[config.mk]
export PLATFORM = sky130hd
export DESIGN_NAME = dsp_mac_pipe
export DESIGN_NICKNAME = d
export VERILOG_FILES = /design/src/rtl/dsp_mac_pipe.sv
export SDC_FILE = /design/constraint.sdc
export NUM_CORES = 2
export LEC_CHECK = 0
export CAP_MARGIN = 20
export CORE_UTILIZATION = 35
export CTS_CLUSTER_DIAMETER = 120
export DETAILED_ROUTE_END_ITERATION = 8
export DONT_BUFFER_PORTS = 1
export GPL_TIMING_DRIVEN = 0
export PLACE_DENSITY_LB_ADDON = 0.2
export SLEW_MARGIN = 20
export SYNTH_ARGS = -nofsm -noshare
export SYNTH_HDL_FRONTEND = slang
export SYNTH_SLANG_ARGS = --single-unit
[constraint.sdc]
create_clock -name CLK -period 8.9 [get_ports CLK]
set_clock_uncertainty 0.15 [all_clocks]
set_input_delay 1.78 -clock CLK [delete_from_list [all_inputs] [get_ports CLK]]
set_output_delay 1.78 -clock CLK [all_outputs]
set_load 0.005 [all_outputs]
[src/rtl/dsp_mac_pipe.sv]
// Signed pre-add / multiply / accumulate pipeline with a valid/ready handshake.
// Mode bits travel with each operation; the accumulator saturates or wraps depending on SAT.
module dsp_mac_pipe #(
   parameter int AW      = 18,
   parameter int BW      = 18,
   parameter int PW      = 48,
   parameter int MSTAGES = 2,
   parameter int SAT     = 1
) (
   input  logic                 CLK,
   input  logic                 RSTN,
   input  logic                 IN_VALID,
   output logic                 IN_READY,
   input  logic signed [AW-1:0] A,
   input  logic signed [BW-1:0] B,
   input  logic signed [BW-1:0] D,
   input  logic signed [PW-1:0] C,
   input  logic [3:0]           OP,
   input  logic                 CLR_OVF,
   output logic                 OUT_VALID,
   input  logic                 OUT_READY,
   output logic signed [PW-1:0] P,
   output logic                 SAT_HIT,
   output logic                 OVF
);

   localparam int MW        = AW + BW + 1;
   localparam int OP_SUB    = 3;
   localparam int OP_ACC    = 2;
   localparam int OP_PRESUB = 1;
   localparam int OP_PREADD = 0;
   localparam bit SAT_EN    = (SAT != 0);

   function automatic logic signed [PW-1:0] sat_clamp(input logic neg);
      if (neg) return {1'b1, {(PW-1){1'b0}}};
      else     return {1'b0, {(PW-1){1'b1}}};
   endfunction

   logic en;
   logic accept;

   logic                 vld_p0;
   logic signed [AW-1:0] a_p0;
   logic signed [BW-1:0] b_p0;
   logic signed [BW-1:0] d_p0;
   logic signed [PW-1:0] c_p0;
   logic [3:0]           op_p0;
   logic signed [BW:0]   bp_p0;
   logic signed [MW-1:0] m_p0;

   logic                 vld_p1 [MSTAGES];
   logic signed [MW-1:0] m_p1   [MSTAGES];
   logic signed [PW-1:0] c_p1   [MSTAGES];
   logic [1:0]           op_p1  [MSTAGES];

   logic signed [PW-1:0] base_p2;
   logic signed [PW:0]   r_p2;
   logic                 ovf_p2;
   logic signed [PW-1:0] p_nxt_p2;

   // The whole pipe advances together so back-pressure never drops or duplicates a token.
   assign en       = !OUT_VALID || OUT_READY;
   assign IN_READY = en;
   assign accept   = IN_VALID && en;

   // ---- stage 0: input capture ----
   always_ff @(posedge CLK or negedge RSTN) begin
      if (!RSTN)   vld_p0 <= 1'b0;
      else if (en) vld_p0 <= IN_VALID;
   end

   always_ff @(posedge CLK) begin
      if (accept) begin
         a_p0  <= A;
         b_p0  <= B;
         d_p0  <= D;
         c_p0  <= C;
         op_p0 <= OP;
      end
   end

   always_comb begin
      bp_p0 = {b_p0[BW-1], b_p0};
      if (op_p0[OP_PREADD]) begin
         if (op_p0[OP_PRESUB]) bp_p0 = {d_p0[BW-1], d_p0} - {b_p0[BW-1], b_p0};
         else                  bp_p0 = {d_p0[BW-1], d_p0} + {b_p0[BW-1], b_p0};
      end
   end

   // Both operands widened to the product width; the low MW bits of the product are exact.
   assign m_p0 = {{(BW+1){a_p0[AW-1]}}, a_p0} * {{AW{bp_p0[BW]}}, bp_p0};

   // ---- stage 1..MSTAGES: multiplier pipeline ----
   always_ff @(posedge CLK or negedge RSTN) begin
      if (!RSTN) begin
         for (int i = 0; i < MSTAGES; i++) vld_p1[i] <= 1'b0;
      end else if (en) begin
         vld_p1[0] <= vld_p0;
         for (int i = 1; i < MSTAGES; i++) vld_p1[i] <= vld_p1[i-1];
      end
   end

   always_ff @(posedge CLK) begin
      if (en) begin
         m_p1[0]  <= m_p0;
         c_p1[0]  <= c_p0;
         op_p1[0] <= {op_p0[OP_SUB], op_p0[OP_ACC]};
         for (int i = 1; i < MSTAGES; i++) begin
            m_p1[i]  <= m_p1[i-1];
            c_p1[i]  <= c_p1[i-1];
            op_p1[i] <= op_p1[i-1];
         end
      end
   end

   // ---- accumulate stage: P register ----
   always_comb begin
      base_p2 = op_p1[MSTAGES-1][0] ? P : c_p1[MSTAGES-1];
      if (op_p1[MSTAGES-1][1])
         r_p2 = {base_p2[PW-1], base_p2}
              - {{(PW+1-MW){m_p1[MSTAGES-1][MW-1]}}, m_p1[MSTAGES-1]};
      else
         r_p2 = {base_p2[PW-1], base_p2}
              + {{(PW+1-MW){m_p1[MSTAGES-1][MW-1]}}, m_p1[MSTAGES-1]};
      ovf_p2   = r_p2[PW] ^ r_p2[PW-1];
      p_nxt_p2 = (ovf_p2 && SAT_EN) ? sat_clamp(r_p2[PW]) : r_p2[PW-1:0];
   end

   always_ff @(posedge CLK or negedge RSTN) begin
      if (!RSTN) begin
         P         <= '0;
         SAT_HIT   <= 1'b0;
         OUT_VALID <= 1'b0;
         OVF       <= 1'b0;
      end else begin
         if (en) begin
            OUT_VALID <= vld_p1[MSTAGES-1];
            if (vld_p1[MSTAGES-1]) begin
               P       <= p_nxt_p2;
               SAT_HIT <= ovf_p2 && SAT_EN;
            end
         end
         // A fresh overflow outranks a simultaneous clear.
         if (en && vld_p1[MSTAGES-1] && ovf_p2) OVF <= 1'b1;
         else if (CLR_OVF)                       OVF <= 1'b0;
      end
   end

endmodule

==> results.toml <==
[finish]
area_growth_pct = 12.17
fin_area_um2 = 32800
drive_gt1_frac = 0.09874
fill_cells = 8023
fin_nets = 3515

[sta]
rsz0062_at_grt = "true"
hold_viol_final = 0
period_needed_ns = 9.684
tightest_slew_ns = 1.114
setup_viol = 17
fin_ws_ns = -0.7840
finalMaxSlewViolations = 0
relSlewSlack = 0.2508
whs_ns = 0.2613
clock.fmax_mhz = 103.3
fin_crit_sh = 1.088

[drt]
drtPass1Iterations = 5
num_vias = 20107
drt_iter0_drc = 1035
post_drt_wl_per_cell_um = 19.66
finalWirelength_mm = 78.61
drc = 0
postRouteAntennaNets = 0
via_per_inst = 5.029

[worst_setup_path]
worstPathArrival_ns = 9.83
reg2regPathDepth = 37
setup.worst_path.end_class = "flip-flop"
crit_required_ns = 9.04
crit_slowest_cell = "or4_4"
critPathKind = "flip-flop to flip-flop"
startpoint_type = "flip-flop"
path_max_fanout = 10
worst_path_largest_cell_delay_ns = 0.59
cp_common_cell = "fa_1"

[synthesis]
synth_top_area_frac = 0.2875
muxShareOfSynthArea = 0.02524
async_flop_share = 0.1617
synth-edff-count = 280
synth-xor-area-share = 0.04343
synthSimpleGateAreaFrac = 0.1251
synth_area_leader_cell = "edfxtp_1"
synth_seq_area_share = 0.3337
syn_avg_cell_area_um2 = 10.43
syn_area_um2 = 29240
synth_fa_ha_area_frac = 0.3040
synth_cells = 2805
yosysWarnings = 0
synth.most_common_cell = "inv_1"
ys.flop_type = "edfxtp_1"
synth_top_family_by_area = "adder cells"
synth_common_cells = "428 x inv_1, 341 x fa_1, 308 x nand2_1"
synth-compound-area-share = 0.09828
netlist_top_cells_area = "edfxtp_1 29%, fa_1 23%, ha_1 7.0%"
ys_seq_elements = 334
synth_cell_types = 82
synth_nets = 3421

[placement]
gp_congestion = 0.9006
io_buffer_count = 0
hpwl_mm = 63.96
placed_cell_area_um2 = 30830

[die]
io_pins = 163
dieArea_um2 = 84710
dieHeight_um = 291.1
coreArea_um2 = 82370
fp.dieW_um = 291.1
initial_core_util = 0.3550
num_rows = 105

[outcome]
status = "finished, violations left"
violations = "setup timing"

[clocking]
cts-root-buf = "clkbuf_16"
cts.sinks = 334
clk_pin_slew_ns = 0.06
cts_tree = "done"
h-tree-depth = 2
clockBufferDepth = 3
cts_buffers = 38
clk-insertion-delay-late_ns = 0.57

[global_route]
grt-ovfl-total = 0
antenna_found_initial = 1
grt_pass1_wl_mm = 122.7
grt_usage = 0.1866
grt_max_degree = 93
grt_pass1_vias = 21356

[worst_hold_path]
hp-class = "flip-flop to flip-flop"
hold_depth = 0

[job]
drv_cap = 0
==> cells in the final DEF, fill, tap and decap left out, types with 13 or more instances in the layout <==
master	count
nor3_1	30
nand2b_1	15
a21o_1	34
xnor2_1	120
ha_1	158
nand3_1	22
inv_1	417
mux2_2	54
o21ai_1	44
a31oi_1	13
nor2b_1	21
and2_1	148
buf_4	46
clkbuf_16	39
nor2_1	110
dfrtp_1	54
nand2_1	306
o21a_1	18
xor2_1	24
a211oi_1	17
fa_1	334
clkbuf_1	82
a21oi_1	153
edfxtp_1	280
o21ai_0	60
==> cell families after synthesis <==
kind of cell,after synthesis
xor+xnor,145
compound gates,464
flops,334
buf+inv,537
fa+ha+maj,506
simple gates,752
mux,67
==> per-layer routing <==
| metal | global-route usage | vias up | routed length (µm) |
|---|---|---|---|
| met5 | 0 | - | 0 |
| li1 | - | 9490 | - |
| met1 | 0.2356 | 9994 | 34100 |
| met3 | 0.03077 | 101 | 3956 |
| met4 | 0.05085 | 0 | 1978 |
| met2 | 0.3280 | 522 | 38570 |
==> area by class of cell <==
type                    count  area, µm²  area share
diodes                      1      2.502  0.00007629
plain buffers             106      518.0     0.01579
clock buffers              52       1035     0.03154
clock inverters            16      110.1    0.003357
inverters                 430       1624     0.04951
multi-input cells        1934      17920      0.5463
flip-flops and latches    334       9759      0.2975
well taps                1070       1339     0.04081
repair buffers             55      495.5     0.01510
==> sequential cells by signal, indices dropped and copies added (netlist names) <==
signal,count
op_p0,4
m_p1,74
vld_p0,1
c_p0,48
b_p0,18
SAT_HIT,1
vld_p1,2
c_p1,96
d_p0,18
P,48
a_p0,18
op_p1,4
OUT_VALID,1
OVF,1
==> final timing paths <==
path                                       startpoint                     to  slack (ns)
worst min-delay path            m_p1[0][14]$_DFFE_PN_  m_p1[0][51]$_DFFE_PN_        0.26
min in group asynchronous                        RSTN       P[1]$_DFFE_PN0P_        0.76
max in group asynchronous                        RSTN      P[27]$_DFFE_PN0P_        7.73
worst min register to register  m_p1[0][14]$_DFFE_PN_  m_p1[0][51]$_DFFE_PN_        0.26
worst max-delay path                b_p0[6]$_DFFE_PP_  m_p1[0][35]$_DFFE_PN_       -0.78
worst max register to register      b_p0[6]$_DFFE_PP_  m_p1[0][35]$_DFFE_PN_       -0.78
==> timing repair <==
| item | in CTS | in global routing |
|---|---|---|
| gates resized for setup | 80 | 41 |
| setup buffers | 26 | 22 |
| hold buffers | 0 | 0 |
| endpoints found under the setup margin | 24 | 21 |
| pin swaps | 31 | 19 |
| endpoints found under the hold margin | 0 | 0 |
==> critical path: cells and delay by family (launching register included) <==
family / cells / cell delay (ns)
mux: 1 / 0.35
simple gates: 12 / 2.20
buf+inv: 5 / 0.49
fa+ha+maj: 8 / 3.67
xor+xnor: 2 / 0.25
compound gates: 9 / 1.88
flops: 1 / 0.41
==> stage by stage <==
stage	instances	TNS, ns	utilization	setup slack (ns)
floorplan	2805	-0.2682	-	-0.1288
global placement	3875	-135.83	0.3728	-2.791
detailed placement	3881	-37.67	0.3743	-2.544
CTS	3974	-7.106	0.3942	-0.7741
global route	3997	-15.81	0.3982	-1.231
finish	3998	-8.277	0.3982	-0.7840
Power is not shown: default switching activity piles up to over one toggle a cycle in this logic, so the estimate is an artifact.
